<file path="config.mk">
export PLATFORM = sky130hd
export DESIGN_NAME = hit_manager
export DESIGN_NICKNAME = d
export VERILOG_FILES = /design/src/rtl/game_pkg.sv /design/src/rtl/frame_timer.sv /design/src/rtl/hit_manager.sv
export SDC_FILE = /design/constraint.sdc
export NUM_CORES = 1
export LEC_CHECK = 0
export CAP_MARGIN = 20
export CORE_MARGIN = 4
export CORE_UTILIZATION = 45
export DETAILED_ROUTE_END_ITERATION = 6
export GPL_ROUTABILITY_DRIVEN = 0
export HOLD_SLACK_MARGIN = 0.08
export PLACE_DENSITY = 0.67
export SETUP_SLACK_MARGIN = 0.1
export SYNTH_ARGS = -nofsm -noshare
export SYNTH_HDL_FRONTEND = slang
export SYNTH_SLANG_ARGS = --single-unit
</file>
<file path="constraint.sdc">
create_clock -name clk -period 4 [get_ports clk]
set_input_delay 0.4 -clock clk [delete_from_list [all_inputs] [get_ports clk]]
set_output_delay 0.4 -clock clk [all_outputs]
set_load 0.01 [all_outputs]
</file>
<file path="src/rtl/game_pkg.sv">
// ============================================================================
// Module      : game_pkg
// Description : Shared state encoding and timing defaults for hit handling.
// Revision    : 1.0 - initial release
// ============================================================================
`default_nettype none

package game_pkg;

  localparam int DEFAULT_IMMUNE_FRAMES = 120;
  localparam int DEFAULT_BLINK_FRAMES  = 8;
  localparam int FRAME_CNT_W           = 8;

  typedef enum logic [1:0] {
    VULNERABLE = 2'd0,
    HIT        = 2'd1,
    IMMUNE     = 2'd2,
    DEAD       = 2'd3
  } hit_state_t;

  // States in which the lives counter must be left alone.
  function automatic logic is_immortal_state(input hit_state_t s);
    return (s == IMMUNE) || (s == DEAD);
  endfunction

endpackage

`default_nettype wire

</file>
<file path="src/rtl/frame_timer.sv">
// ============================================================================
// Module      : frame_timer
// Description : Counts video frames during invulnerability and produces the
//               expiry flag and the sprite blink phase.
// Revision    : 1.0 - initial release
// ============================================================================
`default_nettype none

module frame_timer
  import game_pkg::*;
#(
  parameter int TERMINAL_COUNT = DEFAULT_IMMUNE_FRAMES,
  parameter int BLINK_PERIOD   = DEFAULT_BLINK_FRAMES
) (
  input  logic clk,
  input  logic resetN,
  input  logic start,
  input  logic enable,
  input  logic startOfFrame,
  output logic terminalCount,
  output logic blinkPhase
);

  localparam logic [FRAME_CNT_W-1:0] c_TERMINAL   = FRAME_CNT_W'(TERMINAL_COUNT);
  localparam logic [FRAME_CNT_W-1:0] c_BLINK_LAST = FRAME_CNT_W'(BLINK_PERIOD - 1);

  logic [FRAME_CNT_W-1:0] r_frameCnt;
  logic [FRAME_CNT_W-1:0] r_blinkCnt;
  logic                   r_blinkPhase;
  logic                   w_frameTick;
  logic                   w_atTerminal;

  assign w_frameTick  = enable && startOfFrame;
  assign w_atTerminal = (r_frameCnt == c_TERMINAL);

  // start wins over a coincident frame pulse so the entry frame is never counted.
  always_ff @(posedge clk or negedge resetN) begin
    if (!resetN) begin
      r_frameCnt <= '0;
    end else if (start) begin
      r_frameCnt <= '0;
    end else if (w_frameTick && !w_atTerminal) begin
      r_frameCnt <= r_frameCnt + FRAME_CNT_W'(1);
    end
  end

  always_ff @(posedge clk or negedge resetN) begin
    if (!resetN) begin
      r_blinkCnt   <= '0;
      r_blinkPhase <= 1'b0;
    end else if (start) begin
      r_blinkCnt   <= '0;
      r_blinkPhase <= 1'b0;
    end else if (w_frameTick) begin
      if (r_blinkCnt == c_BLINK_LAST) begin
        r_blinkCnt   <= '0;
        r_blinkPhase <= ~r_blinkPhase;
      end else begin
        r_blinkCnt <= r_blinkCnt + FRAME_CNT_W'(1);
      end
    end
  end

  assign terminalCount = w_atTerminal;
  assign blinkPhase    = r_blinkPhase;

endmodule

`default_nettype wire

</file>
<file path="src/rtl/hit_manager.sv">
// ============================================================================
// Module      : hit_manager
// Description : Player hit handling: one life-loss request per hit, timed
//               invulnerability with blinking sprite, sticky game over.
//               Optional feature macro: GOD_MODE_EN (adds input godMode).
// Revision    : 1.0 - initial release
// ============================================================================
`default_nettype none

module hit_manager
  import game_pkg::*;
#(
  parameter int IMMUNE_FRAMES = DEFAULT_IMMUNE_FRAMES,
  parameter int BLINK_FRAMES  = DEFAULT_BLINK_FRAMES
) (
  input  logic       clk,
  input  logic       resetN,
`ifdef GOD_MODE_EN
  input  logic       godMode,
`endif
  input  logic       startOfFrame,
  input  logic       collision,
  input  logic [3:0] remainingLives,
  output logic       decreaseLife,
  output logic       immortal,
  output logic       playerVisible,
  output logic       gameOver
);

  hit_state_t r_state;
  hit_state_t w_nextState;
  logic       w_god;
  logic       w_noLives;
  logic       w_timerStart;
  logic       w_timerEnable;
  logic       w_terminal;
  logic       w_blinkPhase;

`ifdef GOD_MODE_EN
  assign w_god = godMode;
`else
  assign w_god = 1'b0;
`endif

  assign w_noLives     = (remainingLives == 4'd0);
  // The timer is cleared on the HIT->IMMUNE edge and only counts inside IMMUNE.
  assign w_timerStart  = (r_state == HIT);
  assign w_timerEnable = (r_state == IMMUNE);

  frame_timer #(
    .TERMINAL_COUNT (IMMUNE_FRAMES),
    .BLINK_PERIOD   (BLINK_FRAMES)
  ) u_frame_timer (
    .clk           (clk),
    .resetN        (resetN),
    .start         (w_timerStart),
    .enable        (w_timerEnable),
    .startOfFrame  (startOfFrame),
    .terminalCount (w_terminal),
    .blinkPhase    (w_blinkPhase)
  );

  always_ff @(posedge clk or negedge resetN) begin
    if (!resetN) begin
      r_state <= VULNERABLE;
    end else begin
      r_state <= w_nextState;
    end
  end

  always_comb begin
    w_nextState = r_state;
    case (r_state)
      VULNERABLE: begin
        if (w_noLives) begin
          w_nextState = DEAD;
        end else if (collision && !w_god) begin
          w_nextState = HIT;
        end
      end
      HIT: begin
        w_nextState = IMMUNE;
      end
      IMMUNE: begin
        if (w_noLives) begin
          w_nextState = DEAD;
        end else if (w_terminal) begin
          w_nextState = VULNERABLE;
        end
      end
      DEAD: begin
        w_nextState = DEAD;
      end
      default: begin
        w_nextState = VULNERABLE;
      end
    endcase
  end

  always_comb begin
    decreaseLife  = (r_state == HIT);
    immortal      = is_immortal_state(r_state) || w_god;
    gameOver      = (r_state == DEAD);
    playerVisible = 1'b1;
    case (r_state)
      IMMUNE:  playerVisible = ~w_blinkPhase;
      DEAD:    playerVisible = 1'b0;
      default: playerVisible = 1'b1;
    endcase
  end

endmodule

`default_nettype wire
</file>
Word-level counts from Yosys, hierarchy flattened
Index checks and enable logic that the tools add are counted.
{"block": "op_classes", "eq_ne": 7, "bitwise_logic": 1, "n_reduce_logical": 11, "addsub": 2, "mux": 14}
{"operator": "$mux W8", "n": 5}
{"operator": "$add A8 B1 Y8 const B", "n": 2}
{"operator": "$eq A8 B3 Y1 const B", "n": 1}
{"operator": "$eq A8 B7 Y1 const B", "n": 1}
{"operator": "$mux W2", "n": 4}
{"operator": "$pmux W2 S4", "n": 1}
{"operator": "$ne A3 B3 Y1 const B", "n": 2}
{"operator": "$reduce_bool A2 Y1", "n": 3}
{"operator": "$eq A2 B2 Y1 const B", "n": 2}
{"operator": "$logic_not A4 Y1", "n": 1}
{"operator": "$reduce_and A2 Y1", "n": 2}
{"operator": "$mux W1", "n": 3}
{"operator": "$eq A2 B1 Y1 const B", "n": 1}
{"operator": "$logic_and A1 B1 Y1", "n": 2}
{"operator": "$logic_not A2 Y1", "n": 1}
{"operator": "$pmux W1 S2", "n": 1}
{"operator": "$logic_not A1 Y1", "n": 1}
{"operator": "$logic_or A1 B1 Y1", "n": 1}
{"operator": "$not A1 Y1", "n": 1}
{"block": "word_totals", "output_inout_bits": 4, "elab_cells": 39, "inputBits": 8, "register_bits": 19}

Longest topological paths before layout
{"block": "logic_depth", "word_depth": 5, "depth_mapped": 5}

By module
A second synthesis with hierarchy kept.
{"block": "hier_totals", "hier_cells": 115, "hier_area_um2": 1073.5}
{"mod": "frame_timer", "area_per_inst_um2": 950.9, "seq_area_each_um2": 425.4, "cells_per_inst": 102, "instances": 1}
{"mod": "hit_manager", "area_per_inst_um2": 122.6, "seq_area_each_um2": 50.0, "cells_per_inst": 13, "instances": 1}

Worst setup path after synthesis
No wires, ideal clock.
{"block": "synth_path", "path_kind": "flip-flop to flip-flop", "from": "register u_frame_timer.r_blinkCnt[4]", "to": "register u_frame_timer.r_blinkCnt[7]", "path_buffers": 0, "path_stages_with_launch": 5, "t_required_ps": 3854, "arrival_ps": 1537, "setup_time_ps": 146, "setup_slack_ps": 2317, "period_less_slack_ps": 1683, "cell_sequence": "dfrtp_1 or4b_1 o31ai_1 or3_1 o211ai_1"}
{"block": "synth_via", "elab_chain_len": 4}
{"item": "from (decl)", "line": "frame_timer.sv:28", "text": "logic [FRAME_CNT_W-1:0] r_blinkCnt;"}
{"item": "from (signal assigned)", "line": "frame_timer.sv:59", "text": "r_blinkCnt <= r_blinkCnt + FRAME_CNT_W'(1);"}
{"item": "$add A8 B1 Y8 / $eq A8 B3 Y1 (equally long branches)", "line": "frame_timer.sv:59, frame_timer.sv:55"}
{"item": "$mux W8 *", "line": "frame_timer.sv:55", "text": "if (r_blinkCnt == c_BLINK_LAST) begin"}
{"item": "$mux W8 *", "line": "frame_timer.sv:54", "text": "end else if (w_frameTick) begin"}
{"item": "$mux W8 *", "line": "frame_timer.sv:51", "text": "end else if (start) begin"}
Every way passes the cells marked *; elsewhere a longest branch is shown, timed or not. The select of a mux whose other input is x is not followed.
A chain may end at the register's enable or synchronous reset.

Final worst setup path
{"block": "layout_path", "from": "register r_state[1]", "to": "output port decreaseLife"}
{"block": "layout_via", "elab_chain_len": 1}
{"item": "from (decl)", "line": "hit_manager.sv:30", "text": "hit_state_t r_state;"}
{"item": "from (signal assigned)", "line": "hit_manager.sv:67", "text": "r_state <= w_nextState;"}
{"item": "$eq A2 B1 Y1", "line": "hit_manager.sv:101", "text": "decreaseLife = (r_state == HIT);"}
{"item": "to (decl)", "line": "hit_manager.sv:24", "text": "output logic decreaseLife,"}
No other way between the ends.

==> flow_summary.toml <==
[status]
outcome = "completed"

[logic_synthesis]
post_synth_most_frequent_cells = "sky130_fd_sc_hd__dfrtp_1, sky130_fd_sc_hd__nand2_1, sky130_fd_sc_hd__nor2_1"
post_synth_inst_count = 112
most_frequent_cell_after_synthesis = "sky130_fd_sc_hd__dfrtp_1"
post_synthesis_async_set_or_reset_flop_share = 1.00
synthSimpleGateAreaFrac = 0.294
synth-adder-area-share = 0.0372
yosys_warnings = 0
synth_top_flop_cell = "sky130_fd_sc_hd__dfrtp_1"
synth_cell_type_count = 30
seq_area_frac_synth = 0.471
synth_largest_area_cell = "sky130_fd_sc_hd__dfrtp_1"
yosys_register_bits = 19
post_synth_xor_area_fraction = 0.0695
synth_area_per_cell_um2 = 9.00
mappedNetlistArea_um2 = 1010
portion_of_netlist_area_occupied_by_mux_cells = 0
main_combinational_cell_family_by_area_after_synthesis = "simple AND/OR/NAND/NOR gates"
share_of_the_synthesized_area_in_compound_gates_ao_oa_aoi_oai = 0.100
yosys.area.top_type_share = 0.471
synth_edf_count = 0
synth.net_count = 123
synth_top_cells_by_area = "sky130_fd_sc_hd__dfrtp_1, sky130_fd_sc_hd__nand2_1, sky130_fd_sc_hd__nor2_1"

[die]
starting_density = 0.494
die_x_um = 55.3
io-pin-count = 12
placement_rows = 16
die_height_um = 55.3
placeableCoreArea_um2 = 2040
fp.dieArea_um2 = 3060

[clock_network]
cts-resized-gates = 0
clk_latency_ns = 0.29
clk_path_buf_depth = 2
clk_root_buffer_cell = "sky130_fd_sc_hd__clkbuf_4"
cts_buffers = 3
post_cts_buffers = 0
path_clk_slew_ns = 0.11
cts_num_sinks = 19
htree_num_levels = 1
tritoncts_clock_tree = "built"
postCtsHoldBufs = 0

[timing]
timing.max_slew.rel_slack = 0.450
tightestPinTransition_ns = 0.822
final.setup.tns_ns = 0
min_period_ns = 2.03
slew_violations = 0
maxClockFrequency_mhz = 492
period_share = 0.508
rsz_0062_raised_after_global_routing = "no"
clock-skew-final_ns = 0.00878
setup-violations-final = 0
final-hold-violation-count = 0

[finish]
final_layout_size_suffix_gt1_frac = 0.0400
fillerInstances = 190
nNetsFinal = 137
stdcell_area_um2 = 1170
area_growth_pct = 16.5
finalNonFillerCells = 152
area_of_combinational_cells_with_multiple_inputs_um2 = 505
final-seq-area_um2 = 475
antenna_cells_inserted = 0

[setup_path]
timing.critical_path.to_type = "output pin"
worstPathMaxFanout = 14
worst_r2r_endpoint = "u_frame_timer.r_blinkCnt[7]$_DFFE_PN0P_"
path_class = "register to output pin"
cp_data_required_time_ns = 3.60
r2r_setup_slack_ns = 2.14
cp-start-kind = "register"
worstRegToRegCells = 4
worst_r2r_startpoint = "u_frame_timer.r_blinkCnt[4]$_DFFE_PN0P_"
critical_path_arrival_ns = 1.63

[routing]
drt_wl_total_mm = 1.92
detail-route-antenna-nets = 0
avgRoutedWirePerCell_um = 12.6
initialDrtViolationCount = 20
detail_route.vias_per_cell = 5.39
drt_drc_violations_left = 0
detailedRoute.firstPassIterationCount = 4
route.vias.total = 819

[pwr]
report.power.total_uw = 478
power.static_leakage_uw = 0.000507
power-per-cell-area_nw_per_um2 = 407
ir_worst_vdd_uv = 208

[flow_run]
drv_cap = 0

[global_routing]
grt.total_usage = 0.135
largest_net_degree_at_the_start_of_global_routing = 20
grt_first_pass_wirelength_mm = 3.40
grt_pass1_vias = 757
antenna_found_initial = 0
grt_remaining_overflow = 0

[min_path]
min_delay_worst_endpoint = "u_frame_timer.r_blinkCnt[5]$_DFFE_PN0P_"
min_path_type = "register to register"
hold_path_depth = 2
hold_path_startpoint = "u_frame_timer.r_blinkCnt[5]$_DFFE_PN0P_"

[placement]
place_hpwl_mm = 1.41
place.port_buffers = 11
dp_cells = 148
detailed_place.area_um2 = 1150
[where the power goes]
part | switching [µW] | total, µW | internal (µW)
sequential | 50.2 | 278 | 227
clock | 58.0 | 95.1 | 37.1
combinational | 56.7 | 106 | 48.9
total | 165 | 478 | 313
[final cells by class]
class | count | area share
clock buffer | 3 | 0.0192
clock inverter | 1 | 0.00426
inverter | 4 | 0.0128
multi-input combinational | 86 | 0.430
sequential | 19 | 0.405
tap | 27 | 0.0288
timing repair buffer | 12 | 0.100
[worst max-delay path by stage]
stage / from / to / cells after the start
floorplan: u_frame_timer.r_blinkCnt[4]$_DFFE_PN0P_ / u_frame_timer.r_blinkCnt[7]$_DFFE_PN0P_ / 4
global placement: startOfFrame / u_frame_timer.blinkPhase$_DFFE_PN0P_ / 5
detailed placement: startOfFrame / u_frame_timer.blinkPhase$_DFFE_PN0P_ / 5
CTS: r_state[1]$_DFFE_PN0P_ / decreaseLife / 3
global route: r_state[1]$_DFFE_PN0P_ / decreaseLife / 3
finish: r_state[1]$_DFFE_PN0P_ / decreaseLife / 3
[per-layer routing]
layer | global-route usage | routed length, µm
met5 | 0 | 0
met4 | 0.0417 | 13
met3 | 0.0303 | 71
met2 | 0.196 | 825
met1 | 0.198 | 1010
[worst max-delay path, stage by stage, from the launching register on]
cell                              delay [ns]
sky130_fd_sc_hd__dfrtp_1                0.46
sky130_fd_sc_hd__nor2b_1                0.13
sky130_fd_sc_hd__buf_4                  0.20
sky130_fd_sc_hd__clkdlybuf4s50_1        0.56
[flip-flops by register name (all words and copies together) (netlist names)]
name                      cells
r_state                       2
u_frame_timer.blinkPhase      1
u_frame_timer.r_blinkCnt      8
u_frame_timer.r_frameCnt      8
[logic make-up after synthesis]
logic type / after synthesis
buf+inv: 7
fa+ha+maj: 3
simple gates: 58
flops: 19
compound gates: 17
xor+xnor: 8
[placed cells by master, fill, tap and decap left out, types with 2 or more instances in the layout]
| master | synthesis | routed |
|---|---|---|
| sky130_fd_sc_hd__o21ai_0 | 7 | 7 |
| sky130_fd_sc_hd__nand2_1 | 16 | 16 |
| sky130_fd_sc_hd__xor2_1 | 4 | 4 |
| sky130_fd_sc_hd__nand3_1 | 6 | 6 |
| sky130_fd_sc_hd__ha_1 | 3 | 3 |
| sky130_fd_sc_hd__nor2_1 | 12 | 12 |
| sky130_fd_sc_hd__inv_1 | 4 | 4 |
| sky130_fd_sc_hd__clkdlybuf4s50_1 | 0 | 11 |
| sky130_fd_sc_hd__a31oi_1 | 2 | 2 |
| sky130_fd_sc_hd__nand2b_1 | 3 | 3 |
| sky130_fd_sc_hd__nor3_1 | 2 | 2 |
| sky130_fd_sc_hd__clkbuf_4 | 0 | 3 |
| sky130_fd_sc_hd__dfrtp_1 | 19 | 19 |
| sky130_fd_sc_hd__o31ai_1 | 2 | 2 |
| sky130_fd_sc_hd__xnor2_1 | 4 | 4 |
| sky130_fd_sc_hd__or3_1 | 4 | 4 |
| sky130_fd_sc_hd__and4_1 | 2 | 2 |
| sky130_fd_sc_hd__a21oi_1 | 3 | 3 |
| sky130_fd_sc_hd__nand4_1 | 5 | 5 |
[stage by stage]
step	util	setup WS, ns	hold slack, ns
floorplan	-	2.32	0.104
detailed placement	0.562	1.96	0.515
global placement	0.562	1.94	0.512
global route	0.575	1.86	0.587
CTS	0.575	1.93	0.544
finish	0.575	1.97	0.539
(Power assumes the default switching activity.)
